===== src/rtl/dsp_pkg.sv =====
// Shared definitions for the DSP slice: datapath width, occupancy width and
// the elastic-stage state type.
package dsp_pkg;

  localparam int DSP_DATA_W = 18;
  localparam int LEVEL_W    = 2;

  typedef enum logic [1:0] {
    EMPTY = 2'd0,
    ONE   = 2'd1,
    FULL  = 2'd2
  } skid_state_t;

  // Occupancy of the elastic stage for a given state.
  function automatic logic [LEVEL_W-1:0] state_level(input skid_state_t s);
    case (s)
      ONE:     return LEVEL_W'(1);
      FULL:    return LEVEL_W'(2);
      default: return LEVEL_W'(0);
    endcase
  endfunction

endpackage


===== src/rtl/dsp_skid_stage.sv =====
// Two-entry elastic stage between a DSP result producer and its consumer.
// PIPE=1 gives a registered stage with a skid entry so in_ready is a flop;
// PIPE=0 collapses to wires.
//
// state | meaning
// ------+------------------------------------------------------------
// EMPTY | nothing held; out_valid=0, in_ready=1, level=0
// ONE   | M holds the head word; out_valid=1, in_ready=1, level=1
// FULL  | M holds head, S holds the next word; in_ready=0, level=2
module dsp_skid_stage
  import dsp_pkg::*;
#(
  parameter int DATA_W = DSP_DATA_W,
  parameter int PIPE   = 1
) (
  input  logic               CLK,
  input  logic               RST,
  input  logic               CLR,
  input  logic               in_valid,
  input  logic [DATA_W-1:0]  in_data,
  output logic               in_ready,
  output logic               out_valid,
  output logic [DATA_W-1:0]  out_data,
  input  logic               out_ready,
  output logic [LEVEL_W-1:0] level
);

  if (PIPE != 0) begin : g_pipe
    skid_state_t        state_q, state_d;
    logic [DATA_W-1:0]  m_q, m_d;
    logic [DATA_W-1:0]  s_q, s_d;
    logic               in_ready_q;
    logic               out_valid_q;
    logic [LEVEL_W-1:0] level_q;
    logic               in_fire;
    logic               out_fire;

    assign in_fire  = in_valid & in_ready_q;
    assign out_fire = out_valid_q & out_ready;

    // Next state and storage updates; CLR wins over any fire this cycle.
    always_comb begin
      state_d = state_q;
      m_d     = m_q;
      s_d     = s_q;
      case (state_q)
        EMPTY: begin
          if (in_fire) begin
            m_d     = in_data;
            state_d = ONE;
          end
        end
        ONE: begin
          if (in_fire && out_fire) begin
            m_d = in_data;
          end else if (in_fire) begin
            s_d     = in_data;
            state_d = FULL;
          end else if (out_fire) begin
            state_d = EMPTY;
          end
        end
        FULL: begin
          if (out_fire) begin
            m_d     = s_q;
            state_d = ONE;
          end
        end
        default: state_d = EMPTY;
      endcase
      if (CLR) begin
        state_d = EMPTY;
      end
    end

    // State and handshake flags; flags are decoded from the next state so
    // every output is a flop and in_ready never sees out_ready combinationally.
    always_ff @(posedge CLK or posedge RST) begin
      if (RST) begin
        state_q     <= EMPTY;
        in_ready_q  <= 1'b0;
        out_valid_q <= 1'b0;
        level_q     <= '0;
      end else begin
        state_q     <= state_d;
        in_ready_q  <= (state_d != FULL);
        out_valid_q <= (state_d != EMPTY);
        level_q     <= state_level(state_d);
      end
    end

    // Data holding registers; contents are meaningless while empty, so no reset.
    always_ff @(posedge CLK) begin
      m_q <= m_d;
      s_q <= s_d;
    end

    assign in_ready  = in_ready_q;
    assign out_valid = out_valid_q;
    assign out_data  = m_q;
    assign level     = level_q;
  end else begin : g_pass
    logic unused_ctrl;

    assign unused_ctrl = ^{CLK, RST, CLR};
    assign out_valid   = in_valid;
    assign out_data    = in_data;
    assign in_ready    = out_ready;
    assign level       = '0;
  end

endmodule

===== config.mk =====
export PLATFORM = sky130hd
export DESIGN_NAME = dsp_skid_stage
export DESIGN_NICKNAME = d
export VERILOG_FILES = /design/src/rtl/dsp_pkg.sv /design/src/rtl/dsp_skid_stage.sv
export SDC_FILE = /design/constraint.sdc
export NUM_CORES = 1
export LEC_CHECK = 0
export CORE_UTILIZATION = 40
export CTS_BUF_LIST = sky130_fd_sc_hd__clkbuf_8
export CTS_CLUSTER_DIAMETER = 100
export DETAILED_ROUTE_END_ITERATION = 12
export PLACE_DENSITY = 0.71
export SYNTH_ARGS = -nofsm -noshare
export SYNTH_HDL_FRONTEND = slang
export SYNTH_SLANG_ARGS = --single-unit

===== constraint.sdc =====
create_clock -name CLK -period 1.9 [get_ports CLK]
set_input_delay 0.285 -clock CLK [delete_from_list [all_inputs] [get_ports CLK]]
set_output_delay 0.285 -clock CLK [all_outputs]
set_load 0.02 [all_outputs]

# Word-level counts from Yosys, hierarchy flattened
# Index checks and enable logic that the tools add are counted.
dict set report totals {
  out_inout_bits 22
  ram_bits 0
  latchBits 0
  word_cells 35
  input_bits 23
  register_bits 42
  memories 0
  rom_bits 0
}
dict set report classes {
  addsub 0
  magnitude_cmp 0
  n_div 0
  n_bitwise 3
  mul 0
  eq_ne 8
  muxes 12
  shifts 0
  n_reduce_logical 6
}
# cell count
set op_table {}
lappend op_table {{$mux 18} 3}
lappend op_table {{$pmux 18 s3} 1}
lappend op_table {{$mux 2} 6}
lappend op_table {{$ne 2x2->1 const B} 4}
lappend op_table {{$pmux 2 s3} 1}
lappend op_table {{$eq 2x1->1 const B} 2}
lappend op_table {{$eq 2x2->1 const B} 2}
lappend op_table {{$pmux 2 s2} 1}
lappend op_table {{$reduce_and 4->1} 1}
lappend op_table {{$reduce_and 3->1} 1}
lappend op_table {{$reduce_bool 3->1} 1}
lappend op_table {{$and 1x1->1} 2}
lappend op_table {{$logic_not 2->1} 1}
lappend op_table {{$reduce_bool 2->1} 1}
lappend op_table {{$logic_and 1x1->1} 1}
lappend op_table {{$not 1->1} 1}

# Longest topological paths before layout
# Gate-level depths: netlist (run 1).
dict set report logic_depth {
  ltp_word 8
  ltp_mapped 4
  depth_no_buf 3
}

# Worst setup path after synthesis (run 1)
# OpenSTA, ideal clock, no wires.
dict set report synth_path {
  kind {register -> register}
  from {reg g_pipe.in_ready_q, in the netlist in_ready}
  to {reg g_pipe.s_q[0] (enable)}
  path_slack_ps -78
  path_stages_with_launch 3
  period_less_slack_ps 1978
  arrival_time_ps 1579
  n_path_buf 0
  cell_sequence {dfrtp_1 > nand4_1 > a21oi_1}
}
dict set report synth_via {
  elab_chain_len 4
}
# item line
set synth_lines {}
lappend synth_lines {{from (decl)} dsp_skid_stage.sv:32} ;# logic in_ready_q;
lappend synth_lines {{from (signal assigned)} dsp_skid_stage.sv:86} ;# in_ready_q <= (state_d != FULL);
lappend synth_lines {{$and 1x1->1 (*)} dsp_skid_stage.sv:38} ;# assign in_fire = in_valid & in_ready_q;
lappend synth_lines {{$logic_and 1x1->1} dsp_skid_stage.sv:54} ;# if (in_fire && out_fire) begin
lappend synth_lines {{$not 1->1 (no line)} n/a}
lappend synth_lines {{$reduce_and 3->1 (no line) (*)} n/a}
lappend synth_lines {{to (signal assigned)} dsp_skid_stage.sv:95} ;# s_q <= s_d;
lappend synth_lines {{to (decl)} dsp_skid_stage.sv:31} ;# logic [DATA_W-1:0] s_q, s_d;
# Every way passes the cells marked *; elsewhere a longest branch is shown, timed or not.
# A chain may end at the register's enable or synchronous reset.

# Worst setup path in the final report (run 1)
dict set report layout_path {
  from {reg g_pipe.in_ready_q, in the netlist in_ready}
  to {out in_ready}
}
# item line
set layout_lines {}
lappend layout_lines {{to (decl)} dsp_skid_stage.sv:21} ;# output logic in_ready,
# No word-level cell between the ends.

==> results of run 1 <==
[layout by cell type (no fill, tap or decap)]
cell	n
buf_12	1
clkdlybuf4s50_1	44
nor2b_4	1
or3_1	1
o2bb2ai_1	1
nor3_1	2
bufinv_16	1
nor2_2	1
mux2_2	18
a31oi_4	1
a21oi_2	1
buf_4	3
a221oi_1	1
dfrtp_1	6
edfxtp_1	36
inv_1	2
a21oi_1	2
clkbuf_8	5
o31ai_1	2
clkinv_2	2
nand4_1	1
nor2_1	1
a2111o_1	1
[final timing paths]
path | end | slack [ns]
max in group asynchronous | level[1] | 1.50
min in group CLK | out_data[15] | 0.55
hold / removal | level[0] | 0.20
setup reg to reg | out_data[8] | 0.30
hold reg to reg | out_data[15] | 0.55
setup / recovery | in_ready | 0.22
[cells by family (layout without fill, tap and decap cells)]
family / Yosys count / in the layout / synth area share
muxes: 18 / 18 / 0.127
and+or+nand+nor: 7 / 7 / 0.0275
buffers and inverters: 4 / 58 / 0.0205
DFF: 42 / 42 / 0.774
AOI/OAI and AO/OA: 9 / 9 / 0.0503
[flip-flops by register name (all words and copies together) (netlist names)]
register        cells
g_pipe.s_q         18
out_valid           1
in_ready            1
out_data           18
level               2
g_pipe.state_q      2
[per-stage QoR]
| stage | utilization | worst slack, ns |
|---|---|---|
| after floorplan | - | 0.213 |
| after global placement | 0.565 | 0.244 |
| after detailed placement | 0.565 | 0.215 |
| after CTS | 0.594 | 0.202 |
| after global routing | 0.594 | 0.183 |
| final | 0.594 | 0.216 |
[layer usage]
layer / up-vias / part of all wire / global-route usage / routed length [µm]
met4: 0 / 0 / 0.0326 / 0
li1: 421 / - / - / -
met1: 458 / 0.42 / 0.173 / 1140
met5: - / 0 / 0 / 0
met3: 0 / 0.047 / 0.0317 / 130
met2: 33 / 0.54 / 0.249 / 1480
[power groups by stage]
stage	clock (mW)	sequential [mW]	combinational (mW)
final	0.665	1.16	0.413
after floorplan	0	1.25	0.118
after detailed placement	0	1.18	0.417
after CTS	0.685	1.16	0.418
after global routing	0.717	1.16	0.439
after global placement	0	1.17	0.410
[layout make-up]
class / instances / share of cell area
Timing Repair Buffer: 48 / 0.217
Multi-Input combinational cell: 34 / 0.150
Clock inverter: 3 / 0.0180
Clock buffer: 5 / 0.0310
Sequential cell: 42 / 0.554
Tap cell: 48 / 0.0270
Inverter: 2 / 0.00338
==> impl_metrics.py, run 1 <==
metrics = {
    "timing": {
        "period_needed_ns": 1.68,
        "post-route-period-util": 0.886,
        "skew_ns": 0.00969,
        "fin_hold_ws_ns": 0.205,
        "worst_slew_pin_slew_ns": 0.341,
        "drv_slew": 0,
        "finalSetupTns_ns": 0,
        "timing.fmax_mhz": 594,
        "hold_violations": 0,
        "relSlewSlack": 0.773,
        "finalSetupViolations": 0,
        "rsz0062_at_grt": "no",
    },
    "cts": {
        "cts_setup_buffers": 0,
        "clk_pin_slew_ns": 0.08,
        "h-tree-depth": 2,
        "cts_buffers": 5,
        "clockBufferDepth": 2,
        "cts-root-buf": "clkbuf_8",
        "cts_tree": "built",
        "cts_resized": 0,
        "clock_latency_ns": 0.28,
        "clock-sinks": 42,
        "cts-hold-fix-buffers": 0,
    },
    "worst_setup_path": {
        "worstSetupPathType": "flip-flop to primary output",
        "end_kind": "primary output",
        "critPathMaxFanout": 5,
        "crit_family": "buffers and inverters",
        "path_cells": "clkdlybuf4s50_1",
        "critPathRequiredTime_ns": 1.62,
        "reg2reg_depth": 3,
        "r2r_start": "g_pipe.state_q[1]",
        "crit_slowest_cell": "clkdlybuf4s50_1",
        "worstPathArrival_ns": 1.40,
        "crit_cells": 1,
        "cp_num_buf_inv": 1,
        "cp-start-kind": "flip-flop",
        "crit_path_start": "in_ready",
        "cpPeakStageDelay_ns": 0.65,
    },
    "grt": {
        "first_global_vias": 964,
        "globalRouteOverflowTotal": 0,
        "grt_max_degree": 19,
        "gr-usage-all-layers": 0.140,
        "antenna_found_initial": 0,
        "grt_pass1_wl_mm": 4.39,
    },
    "detailed_routing": {
        "drc": 0,
        "drt_pass1_iterations": 4,
        "vias_per_cell": 5.01,
        "drt_iter0_markers": 19,
        "via_count": 912,
        "drt_wl_total_mm": 2.75,
        "ant_nets": 0,
        "wl_per_cell_um": 15.1,
    },
    "die": {
        "ios": 45,
        "core_area_um2": 3740,
        "die-area_um2": 4230,
        "die_width_um": 65.1,
        "die-height_um": 65.1,
        "rows": 22,
        "initial_core_util": 0.425,
    },
    "layout": {
        "multi_input_area_um2": 333,
        "regArea_um2": 1230,
        "areaGrowthSynthToFinish_pct": 39.8,
        "nets": 156,
        "fin_cells": 182,
        "n_fill_cell": 304,
        "final_area_um2": 2220,
        "drive_above_1_share": 0.254,
        "diodes": 0,
    },
    "run": {
        "drv_cap": 0,
    },
    "synth": {
        "synth-warning-count": 0,
        "yosysMostFrequentCell": "edfxtp_1",
        "syn_area_per_cell_um2": 19.9,
        "synthArstFlopShare": 0.143,
        "synth_cell_type_count": 17,
        "synth_area_leaders": "edfxtp_1 (68%), mux2_2 (13%), dfrtp_1 (9.4%)",
        "seq_area_frac_synth": 0.774,
        "synth_top_area_frac": 0.680,
        "synth_seq_cells": 42,
        "synth-edff-count": 36,
        "netlist_instances": 80,
        "synth_top_cell_by_area": "edfxtp_1",
        "synth_area_um2": 1590,
        "synth_flop_cell": "edfxtp_1",
        "syn-num-nets": 103,
        "ys_top_cells_by_count": "edfxtp_1 (36), mux2_2 (18), dfrtp_1 (6), a21oi_1 (3)",
    },
    "place": {
        "dp.cells": 174,
        "place_area_um2": 2110,
        "numPortBuffers": 44,
        "place_congestion": 0.722,
        "dp_hpwl_mm": 2.02,
    },
    "power": {
        "power_frac_clock": 0.298,
        "internal_power_mw": 1.71,
        "leakagePower_nw": 0.765,
        "switchingPower_mw": 0.521,
        "vdd_drop_max_mv": 0.485,
        "finalPower_mw": 2.23,
        "p_comb_frac": 0.185,
        "power-per-cell-area_nw_per_um2": 1000,
        "switching_share": 0.233,
        "pwr-share-seq": 0.517,
    },
    "run_status": {
        "status": "completed",
    },
    "min_path": {
        "hp-class": "input port to asynchronous set/reset pin",
    },
}
(Power assumes the default switching activity.)
==> inputs of run 2 (changes only) <==
--- a/config.mk
+++ b/config.mk
@@ -5,10 +5,12 @@
 export SDC_FILE = /design/constraint.sdc
 export NUM_CORES = 1
 export LEC_CHECK = 0
+export CAP_MARGIN = 5
 export CORE_UTILIZATION = 40
 export CTS_BUF_LIST = sky130_fd_sc_hd__clkbuf_8
 export CTS_CLUSTER_DIAMETER = 100
 export DETAILED_ROUTE_END_ITERATION = 12
+export HOLD_SLACK_MARGIN = 0.06
 export PLACE_DENSITY = 0.71
 export SYNTH_ARGS = -nofsm -noshare
 export SYNTH_HDL_FRONTEND = slang
==> results of run 2 <==
No change in the layout: final DEF, timing and power equal those of run 1.
